--- src/rtl/coherence_bus_ctrl.sv ---
// Two-core snooping bus controller: arbitrates dcache writebacks, dcache
// block fills (with snoop and optional cache-to-cache transfer) and icache
// fetches onto a single-ported RAM.
module coherence_bus_ctrl #(
  parameter int         BLK_WORDS  = 2,
  parameter logic [1:0] RAM_FREE   = 2'd0,
  parameter logic [1:0] RAM_BUSY   = 2'd1,
  parameter logic [1:0] RAM_ACCESS = 2'd2,
  parameter logic [1:0] RAM_ERROR  = 2'd3
) (
  input  logic             CLK,
  input  logic             nRST,
  input  logic [1:0]       dREN,
  input  logic [1:0]       dWEN,
  input  logic [1:0][31:0] daddr,
  input  logic [1:0][31:0] dstore,
  input  logic [1:0]       ccwrite,
  input  logic [1:0]       cctrans,
  output logic [1:0]       dwait,
  output logic [1:0][31:0] dload,
  output logic [1:0]       ccwait,
  output logic [1:0]       ccinv,
  output logic [1:0][31:0] ccsnoopaddr,
  input  logic [1:0]       iREN,
  input  logic [1:0][31:0] iaddr,
  output logic [1:0]       iwait,
  output logic [1:0][31:0] iload,
  output logic             ramREN,
  output logic             ramWEN,
  output logic [31:0]      ramaddr,
  output logic [31:0]      ramstore,
  input  logic [31:0]      ramload,
  input  logic [1:0]       ramstate
);

  localparam int WORD_BITS = $clog2(BLK_WORDS);
  localparam int OFF_BITS  = WORD_BITS + 2;

  typedef enum logic [3:0] {
    IDLE, ARB, WB0, WB1, SNP_REQ, SNP_RESP, C2C0, C2C1, RD0, RD1, IFETCH
  } state_e;

  state_e state_q, state_d;
  logic   r_q, r_d;                   // requester of the current transaction
  logic   s_q, s_d;                   // snooped core (always !r)
  logic   xfer_inv_q, xfer_inv_d;     // requester asked for exclusive (BusRdX)
  logic   last_grant_q, last_grant_d;

  logic                 ram_access;
  logic                 gnt_valid;
  logic                 gnt_core;
  state_e               gnt_next;
  logic                 snoop_on;
  logic [WORD_BITS-1:0] word_idx;

  // Round-robin tie break: with both cores requesting, the one not granted last wins.
  function automatic logic pick(input logic [1:0] req, input logic last);
    return (req == 2'b11) ? ~last : req[1];
  endfunction

  // Decode RAM status: only ACCESS completes a word; FREE/BUSY/ERROR all stall.
  always_comb begin
    case (ramstate)
      RAM_ACCESS:                    ram_access = 1'b1;
      RAM_FREE, RAM_BUSY, RAM_ERROR: ram_access = 1'b0;
      default:                       ram_access = 1'b0;
    endcase
  end

  // Grant selection used in ARB: dWEN > dREN > iREN, round-robin within a class.
  always_comb begin
    gnt_valid = 1'b1;
    gnt_core  = 1'b0;
    gnt_next  = IDLE;
    if (|dWEN) begin
      gnt_core = pick(dWEN, last_grant_q);
      gnt_next = WB0;
    end else if (|dREN) begin
      gnt_core = pick(dREN, last_grant_q);
      gnt_next = SNP_REQ;
    end else if (|iREN) begin
      gnt_core = pick(iREN, last_grant_q);
      gnt_next = IFETCH;
    end else begin
      gnt_valid = 1'b0;
    end
  end

  // Next-state and output decode from state plus latched requester/snooped core.
  always_comb begin
    // NOTE: every variable gets a default before the case so no path leaves one unassigned, which would infer a latch.
    state_d      = state_q;
    r_d          = r_q;
    s_d          = s_q;
    xfer_inv_d   = xfer_inv_q;
    last_grant_d = last_grant_q;
    snoop_on     = 1'b0;
    word_idx     = '0;
    dwait        = 2'b11;
    iwait        = 2'b11;
    dload        = '0;
    iload        = '0;
    ccwait       = '0;
    ccinv        = '0;
    ccsnoopaddr  = '0;
    ramREN       = 1'b0;
    ramWEN       = 1'b0;
    ramaddr      = '0;
    ramstore     = '0;

    case (state_q)
      IDLE: begin
        if ((|dREN) || (|dWEN) || (|iREN)) state_d = ARB;
      end
      ARB: begin
        if (gnt_valid) begin
          r_d        = gnt_core;
          s_d        = ~gnt_core;
          xfer_inv_d = ccwrite[gnt_core];
        end
        state_d = gnt_next;
      end
      WB0, WB1: begin
        ramWEN   = 1'b1;
        ramaddr  = daddr[r_q];
        ramstore = dstore[r_q];
        if (ram_access) begin
          dwait[r_q] = 1'b0;
          if (state_q == WB0) begin
            state_d = WB1;
          end else begin
            state_d      = IDLE;
            last_grant_d = r_q;
          end
        end
      end
      SNP_REQ: begin
        snoop_on = 1'b1;
        state_d  = SNP_RESP;
      end
      SNP_RESP: begin
        snoop_on = 1'b1;
        state_d  = cctrans[s_q] ? C2C0 : RD0;
      end
      C2C0, C2C1: begin
        // The dirty block is forwarded to the requester and written back to RAM at once.
        snoop_on     = 1'b1;
        word_idx     = (state_q == C2C1) ? WORD_BITS'(1) : '0;
        ramWEN       = 1'b1;
        ramaddr      = {daddr[r_q][31:OFF_BITS], word_idx, 2'b00};
        ramstore     = dstore[s_q];
        dload[r_q]   = dstore[s_q];
        if (ram_access) begin
          dwait[r_q] = 1'b0;
          dwait[s_q] = 1'b0;
          if (state_q == C2C0) begin
            state_d = C2C1;
          end else begin
            snoop_on     = 1'b0;
            state_d      = IDLE;
            last_grant_d = r_q;
          end
        end
      end
      RD0, RD1: begin
        ramREN     = 1'b1;
        ramaddr    = daddr[r_q];
        dload[r_q] = ramload;
        if (ram_access) begin
          dwait[r_q] = 1'b0;
          if (state_q == RD0) begin
            state_d = RD1;
          end else begin
            state_d      = IDLE;
            last_grant_d = r_q;
          end
        end
      end
      IFETCH: begin
        ramREN     = 1'b1;
        ramaddr    = iaddr[r_q];
        iload[r_q] = ramload;
        if (ram_access) begin
          iwait[r_q]   = 1'b0;
          state_d      = IDLE;
          last_grant_d = r_q;
        end
      end
      default: state_d = IDLE;
    endcase

    if (snoop_on) begin
      ccwait[s_q]      = 1'b1;
      ccinv[s_q]       = xfer_inv_q;
      ccsnoopaddr[s_q] = daddr[r_q];
    end
  end

  // State and transaction-context registers; reset abandons any transaction in flight.
  always_ff @(posedge CLK or negedge nRST) begin
    if (!nRST) begin
      state_q      <= IDLE;
      r_q          <= 1'b0;
      s_q          <= 1'b1;
      xfer_inv_q   <= 1'b0;
      last_grant_q <= 1'b1;
    end else begin
      // NOTE: non-blocking assignments so every flop samples the pre-edge values.
      state_q      <= state_d;
      r_q          <= r_d;
      s_q          <= s_d;
      xfer_inv_q   <= xfer_inv_d;
      last_grant_q <= last_grant_d;
    end
  end

endmodule

--- config.mk ---
export PLATFORM = sky130hd
export DESIGN_NAME = coherence_bus_ctrl
export DESIGN_NICKNAME = d
export VERILOG_FILES = /design/src/rtl/coherence_bus_ctrl.sv
export SDC_FILE = /design/constraint.sdc
export NUM_CORES = 1
export LEC_CHECK = 0
export ABC_AREA = 1
export ABC_CLOCK_PERIOD_IN_PS = 1900
export BUFFER_PORTS_ARGS = -buffer_cell sky130_fd_sc_hd__buf_2
export CAP_MARGIN = 5
export CORE_AREA = 2 2 195 197
export CTS_CLUSTER_SIZE = 30
export DETAILED_ROUTE_END_ITERATION = 12
export DIE_AREA = 0 0 197 199
export HOLD_SLACK_MARGIN = 0.1
export PLACE_DENSITY = 0.37
export SETUP_SLACK_MARGIN = 0.15
export SKIP_LAST_GASP = 1
export SYNTH_ARGS = -nofsm -noshare
export SYNTH_HDL_FRONTEND = slang
export SYNTH_SLANG_ARGS = --single-unit
--- constraint.sdc ---
create_clock -name CLK -period 1.9 [get_ports CLK]
set_input_delay 0.19 -clock CLK [delete_from_list [all_inputs] [get_ports CLK]]
set_output_delay 0.19 -clock CLK [all_outputs]
set_load 0.1 [all_outputs]
Word level (Yosys, flattened, before mapping)
Cells that the tools add are included.

Register bits: 8. Input port bits: 238. Logic and storage cells: 132.

Order comparisons: 5. Equality and inequality tests: 24. Muxes and demuxes: 68. Bitwise logic cells: 9. Reductions and logical operators: 21.

Operator list (count): $mux W32 (10); $and A64 B64 Y64 (3); $mux W64 (2); $pmux W64 S2 (1); $pmux W32 S3 (1); $demux W32 S1 (2); $pmux W32 S2 (1); $mux W4 (10); $pmux W4 S8 (1); $mux W1 (27); $eq A4 B3 Y1 const B (4); $ne A2 B2 Y1 const B (8); $reduce_or A2 Y1 (7); $eq A4 B4 Y1 const B (3); $mux W2 (6); $eq A2 B2 Y1 const B (5); $eq A4 B2 Y1 const B (2); $reduce_and A8 Y1 (1); $reduce_or A4 Y1 (2); $lt A1 B2 Y1 const B (3); $reduce_or A3 Y1 (2); $reduce_and A5 Y1 (1); $and A2 B2 Y2 (2); $eq A4 B1 Y1 const B (1); other kinds (15) (22).

Longest topological paths before layout
Gate-level depths: netlist (run 1).

Word-level depth: 8. Gate-level depth with buffers: 10.

Worst setup path before layout (run 1)
Ideal clock, no wire load.

Path type: flip-flop to output port. Start point: register r_q. End point: output ramstore[0]. Data arrival time: 3.193 ns. Setup slack: -1.483 ns. Cell stages (with the launch flop): 7. Buffers on the path: 3. Cell sequence: dfrtp_1 > buf_4 > inv_2 > buf_2 > buf_2 > o21ai_0 > o21ai_0.

Word-level cells in the longest chain between the ends: 3.

Ends and longest elaborated chain: start: declaration (RTL line 44) `logic r_q, r_d;`; start signal: assignment (RTL line 210) `r_q <= r_d;`; $mux W32 (not written as such) (2 in a row) (RTL line 126) `ramstore = dstore[r_q];`; $pmux W32 S2 (RTL line 111) `case (state_q)`; end: declaration (RTL line 31) `output logic [31:0] ramstore,`.

Every way passes these cells. The select of a mux whose other input is x is not followed.

==> summary.md, run 1 <==
| Metric | Value |
|---|---|
| Status | `finished with violations` |
| Violated checks | `setup timing` |
| Met1 wire length | `between 15,000 and 20,000 um` |
| Post-route ant nets | `0` |
| Setup WS post-layout | `-254.9 ps` |
| CTS tree | `yes` |
| Crit-path max FO | `8` |
| # DRC | `0` |
| Max-slew headroom | `0.5328` |
| # IOs | `between 500 and 600` |
| Clk pin slew, worst setup/hold paths | `around 40 ps` |
| Initial cell density of the core | `0.1092` |
| Root buffer cell | `clkbuf_16` |
| Via count | `8,106` |
| Setup crit start kind | `register` |
| Die width | `~200 um` |
| Yosys warning count | `0` |
| Setup TNS | `-36,980 ps` |
| Design Area, Final | `around 15,000 um^2` |
| Min-delay src | `ccwrite[0]` |
| Avg Cell Area, Syn | `approximately 4.8 um^2` |
| Final Skew | `around 1.2 ps` |
| Top FF cell, synth | `dfrtp_1` |
| Vias in the first global route | `between 8,000 and 9,000` |
| Power per standard cell area | `between 1000 and 1500 nW/um^2` |
| Inst Count DP | `about 1,800` |
| Num CTS Buffers | `3` |
| Routed wl met3 | `approximately 2400 um` |
| Fmax achieved | `464.1 MHz` |
| Area Overhead vs Synth | `269.0%` |
| Fin nets | `1,699` |
| Tmin final | `about 2200 ps` |
| Most common cell in the netlist | `nand2_1` |
| Largest net degree at the start of global routing | `35` |
| Placer Congestion | `about 0.86` |
| Clk_lat worst skew | `around 240 ps` |
| Post-synth EDFFs | `0` |
| Fin. max-slew vios | `0` |
| Routed wire per std cell | `between 20 and 25 um` |
| Worst slew pin tran | `between 600 and 700 ps` |
| Crit Path Class | `reg -> out` |
| Gr usage total | `0.1815` |
| Fillcell total | `about 3,700` |
| Yosys cell types | `27` |
| Via density per instance | `approximately 4.2` |
| IR drop worst, VDD | `0.9775 mV` |
| Mapped Cells | `between 800 and 900` |
| Fraction of layout cells with a size suffix above 1 | `0.6744` |
| Final setup vio count | `260` |
| RSZ-0062 raised after global routing | `true` |
| Syn_nets | `1,083` |
| Final hold vios | `0` |
| GR Overflow Total | `0` |
| Worst hold slack | `around 270 ps` |
| Final std cells w/o fill | `1,934` |
| Initial antenna violation count | `2` |
| Mapped cell area | `~4100 um^2` |
| TritonRoute pass-1 iters | `5` |
| Maximum root-to-sink buffer count | `2` |
| Setup crit start | `state_q[3]` |
| Worst EP required | `1710 ps` |
| H-tree depth | `1` |
| CP endpoint kind | `output port` |
| Core ar. | `roughly 37,000 um^2` |
| Die Y | `199 um` |
| Top Metal Used | `met5` |
| Synth top area share | `0.1926` |
| Seq/Total Area, Yosys | `0.05000` |
| Final wirelength | `approximately 40,000 um` |
| Leakage Power | `~0.0064 uW` |
| Placed inst area | `around 13,000 um^2` |
| PortBufs | `approximately 500` |
| Post-layout util | `0.4029` |
| DR iter-0 viols | `~330` |
| Die ar. | `~39,000 um^2` |
| Met2 routed wirelength | `21,820 um` |
| Maxcap violations | `0` |
| HP Class | `in -> reg` |
| Rows | `a little over 70` |
| Largest area contributor in the netlist | `nand2_1` |
| CP arrival | `slightly below 2000 ps` |
| Synth top area cells | `nand2_1 (19%), nor2_1 (19%), o21ai_0 (13%)` |
| Ys async rst share | `1.000` |
| Hpwl dp | `27,940 um` |
| Worst flop-to-flop path startpoint | `s_q` |
| #FFs+latches synth | `8` |
| Period Utilization, post-route | `1.134` |
| Clock sink total | `8` |
| Top post-synthesis cells by count | `nand2_1 (208), nor2_1 (207), inv_1 (114)` |
| First-pass GRT wire length | `approximately 53,000 um` |
layout by cell type (no fill, tap or decap), drive strengths merged, types with 3 or more instances in the layout:
cell    count
mux2i      29
o21a        4
nand2     214
o211ai     30
nand3      16
nor2      211
a21oi       3
or2         3
o21ai     137
buf       646
clkbuf     22
dfrtp       6
nand4       3
inv       125
final timing paths:
check | endpoint | slack [ps] | cells past startpoint
worst max register to register | state_q[1] | 70 | 11
worst min-delay path | xfer_inv_q | 270 | 5
min in group asynchronous | xfer_inv_q | 360 | 2
max in group asynchronous | last_grant_q | 1280 | 2
worst max-delay path | ccsnoopaddr[20] | -250 | 7
worst min register to register | xfer_inv_q | 480 | 2
registers in the layout (all words and copies together) (netlist names):
signal        count
state_q           4
last_grant_q      1
r_q               1
s_q               1
xfer_inv_q        1
power by group:
group / internal, uW / switching, uW
logic: 7360 / 12900
registers: 276 / 123
clock network: 273 / 99.2
total: 7910 / 13200
area by class of cell:
type / count / area [um^2] / area share
Multi-Input combinational cell: 653 / 4815 / 0.3218
Tap cell: 474 / 593.1 / 0.03964
Timing Repair Buffer: 668 / 8742 / 0.5843
Clock buffer: 3 / 75.07 / 0.005018
Inverter: 127 / 526.8 / 0.03521
Sequential cell: 8 / 206.4 / 0.01380
Antenna cell: 1 / 2.502 / 0.0001673
critical path: stages (launching register included):
cell,delay [ps]
dfrtp_1,400
inv_2,80
nand2_2,110
a31oi_2,320
nand2_4,190
clkbuf_16,220
nor2_1,180
buf_12,210
cells by family (layout without fill, tap and decap cells):
group | count (synthesis) | in the layout | synth area share
buffers and inverters | 184 | 798 | 0.1917
AOI/OAI and AO/OA | 175 | 175 | 0.2512
DFF | 8 | 8 | 0.05000
muxes | 29 | 29 | 0.07161
other | 0 | 1 | 0
and+or+nand+nor | 449 | 449 | 0.4355
stage by stage:
step | power (uW) | setup WS, ps
after floorplan | 11620 | -718.3
after detailed placement | 18230 | -93.70
after global placement | 18200 | -91.83
final | 21070 | -254.9
after global routing | 21830 | -343.2
after CTS | 19830 | -202.1
layer usage:
metal / global-route usage / up-vias
met5: 0 / -
met4: 0.02283 / 2
met3: 0.03493 / 26
met2: 0.3469 / 352
met1: 0.2134 / 3843
li1: - / 3883
repair_timing:
| item | CTS | global route |
|---|---|---|
| gates cloned | 14 | 17 |
| endpoints found under the setup margin | 264 | 265 |
| resized for setup | 93 | 142 |
| endpoints found under the hold margin | 8 | 0 |
| buffers inserted | 23 | 27 |
| hold buffers | 1 | 0 |
| pin swaps | 24 | 43 |
No activity file was read; power rests on OpenSTA's default activity.
==> run 2: changes to the inputs <==
--- a/config.mk
+++ b/config.mk
@@ -13,10 +13,10 @@
 export CTS_CLUSTER_SIZE = 30
 export DETAILED_ROUTE_END_ITERATION = 12
 export DIE_AREA = 0 0 197 199
+export GPL_ROUTABILITY_DRIVEN = 0
 export HOLD_SLACK_MARGIN = 0.1
 export PLACE_DENSITY = 0.37
 export SETUP_SLACK_MARGIN = 0.15
-export SKIP_LAST_GASP = 1
 export SYNTH_ARGS = -nofsm -noshare
 export SYNTH_HDL_FRONTEND = slang
 export SYNTH_SLANG_ARGS = --single-unit
==> run 2 against run 1 <==
  * The run still ends with setup timing left
  * Wire length shrank 1.6%
  * Utilization about the same
  * First-iteration DRC count up 2.5%
  * Sequential cell count is the same
  * Largest cell class unchanged
==> summary.md, run 2 (synthesis gave the netlist of run 1 again) <==
| Metric | Value |
|---|---|
| Clock sink total | `8` |
| Die ar. | `39,200 um^2` |
| DR iter-0 viols | `around 330` |
| Maxcap violations | `0` |
| CTS tree | `yes` |
| Met1 wire length | `roughly 15,000 um` |
| Hold depth | `5` |
| Period Utilization, post-route | `1.132` |
| Initial cell density of the core | `0.1092` |
| Final setup vio count | `251` |
| Commonest cells after routing, fill and taps aside | `buf_12 (288), buf_2 (237), nand2_1 (173)` |
| Setup crit start kind | `register` |
| Clk pin slew, worst setup/hold paths | `around 40 ps` |
| Fraction of layout cells with a size suffix above 1 | `0.6884` |
| Routed wire per std cell | `about 21 um` |
| TritonRoute pass-1 iters | `5` |
| Largest net degree at the start of global routing | `35` |
| Final hold vios | `0` |
| Number of flip-flops in the largest register | `4` |
| Post-route ant nets | `0` |
| Initial antenna violation count | `2` |
| Area Overhead vs Synth | `269.4%` |
| Routed wl met3 | `roughly 2700 um` |
| # IOs | `504` |
| Setup WS post-layout | `-250.7 ps` |
| Fin. max-slew vios | `0` |
| Inst Count DP | `about 1,800` |
| Max-slew headroom | `0.5302` |
| Met2 routed wirelength | `about 21,000 um` |
| GR Overflow Total | `0` |
| Power Total | `~21,000 uW` |
| Fmax achieved | `around 460 MHz` |
| First-pass GRT wire length | `53,140 um` |
| Num CTS Buffers | `3` |
| Via count | `around 8,100` |
| Rows | `between 70 and 80` |
| Largest reg by FF count | `state_q` |
| Leakage Power | `roughly 0.0064 uW` |
| Power per standard cell area | `~1400 nW/um^2` |
| Maximum root-to-sink buffer count | `2` |
| Violated checks | `setup timing` |
| Clk_lat worst skew | `around 240 ps` |
| Die Y | `slightly below 200 um` |
| Reg2Reg Depth | `11` |
| Worst slew pin tran | `between 600 and 700 ps` |
| Final wirelength | `39,650 um` |
| Final Skew | `0.9464 ps` |
| Vias in the first global route | `between 8,000 and 9,000` |
| Worst EP required | `1710 ps` |
| Status | `finished with violations` |
| CP arrival | `just under 2000 ps` |
| Root buffer cell | `clkbuf_16` |
| Dpl ws | `-93.70 ps` |
| PortBufs | `a little over 500` |
| HP Class | `in -> reg` |
| Tmin final | `around 2200 ps` |
| Die width | `approximately 200 um` |
| Final std cells w/o fill | `just under 2,000` |
| Post-layout util | `0.4032` |
| Crit Path Class | `reg -> out` |
| Gr usage total | `0.1815` |
| CP endpoint kind | `output port` |
| Commonest non-fill, non-tap cell in the layout | `buf_12` |
| RSZ-0062 raised after global routing | `true` |
| IR drop worst, VDD | `0.9996 mV` |
| H-tree depth | `1` |
| Via density per instance | `between 4 and 5` |
| Worst hold slack | `around 270 ps` |
| Hpwl dp | `27,940 um` |
| Top Metal Used | `met5` |
| Crit-path max FO | `32` |
| Core ar. | `~37,000 um^2` |
| # DRC | `0` |
| Fin nets | `1,694` |
## run 2: worst max-delay path, cell delays in order, from the launching register on
cell	delay, ps
dfrtp_2	440
buf_6	130
nor2_4	130
nand2_4	100
o21ai_4	100
nand2_2	90
buf_12	200
nor2_1	160
buf_4	150
buf_12	170
## run 2: per-stage QoR
| stage | instance area (um^2) | TNS [ps] |
|---|---|---|
| 6_report | 14970 | -30270 |
| 5_1_grt | 14970 | -51350 |
| 4_1_cts | 13970 | -26570 |
| 3_5_place_dp | 12920 | -133.7 |
| 3_3_place_gp | 12920 | -138.2 |
| 2_1_floorplan | 5426 | -71730 |
## run 2: area by class of cell
cell class                 count  area (um^2)
antenna                        1        2.502
clock buffer                   3        75.07
fill                        3704        22160
inverter                     127        536.8
multi-input combinational    653         4863
sequential                     8        206.4
tap                          474        593.1
timing repair buffer         663         8696
## run 2: per-layer routing
layer,vias up,track usage
met1,3805,0.2122
met5,-,0
met4,2,0.02395
met2,361,0.3467
met3,39,0.03679
li1,3880,-
## run 2: path summary, 6_finish.rpt
kind | startpoint | endpoint | slack (ps)
setup / recovery | state_q[2] | dload[0] | -250
hold / removal | ccwrite[0] | xfer_inv_q | 270
min in group asynchronous | nRST | xfer_inv_q | 360
max in group asynchronous | nRST | last_grant_q | 1270
hold reg to reg | xfer_inv_q | xfer_inv_q | 480
setup reg to reg | s_q | state_q[1] | 100
## run 2: where the power goes
part           internal [uW]  total, uW  leakage (uW)  switching (uW)
sequential               276        386     0.0000931             110
combinational           7390      20400       0.00622           13000
clock                    273        371     0.0000370            98.0
total                   7940      21100       0.00635           13200
## run 2: repair_timing
item                                    CTS  global route
setup buffers                            23            25
resized for setup                       112           164
hold endpoints to repair                  8             0
cloned                                   14            14
endpoints found under the setup margin  264           265
pin swaps                                25            39
hold buffers                              1             0
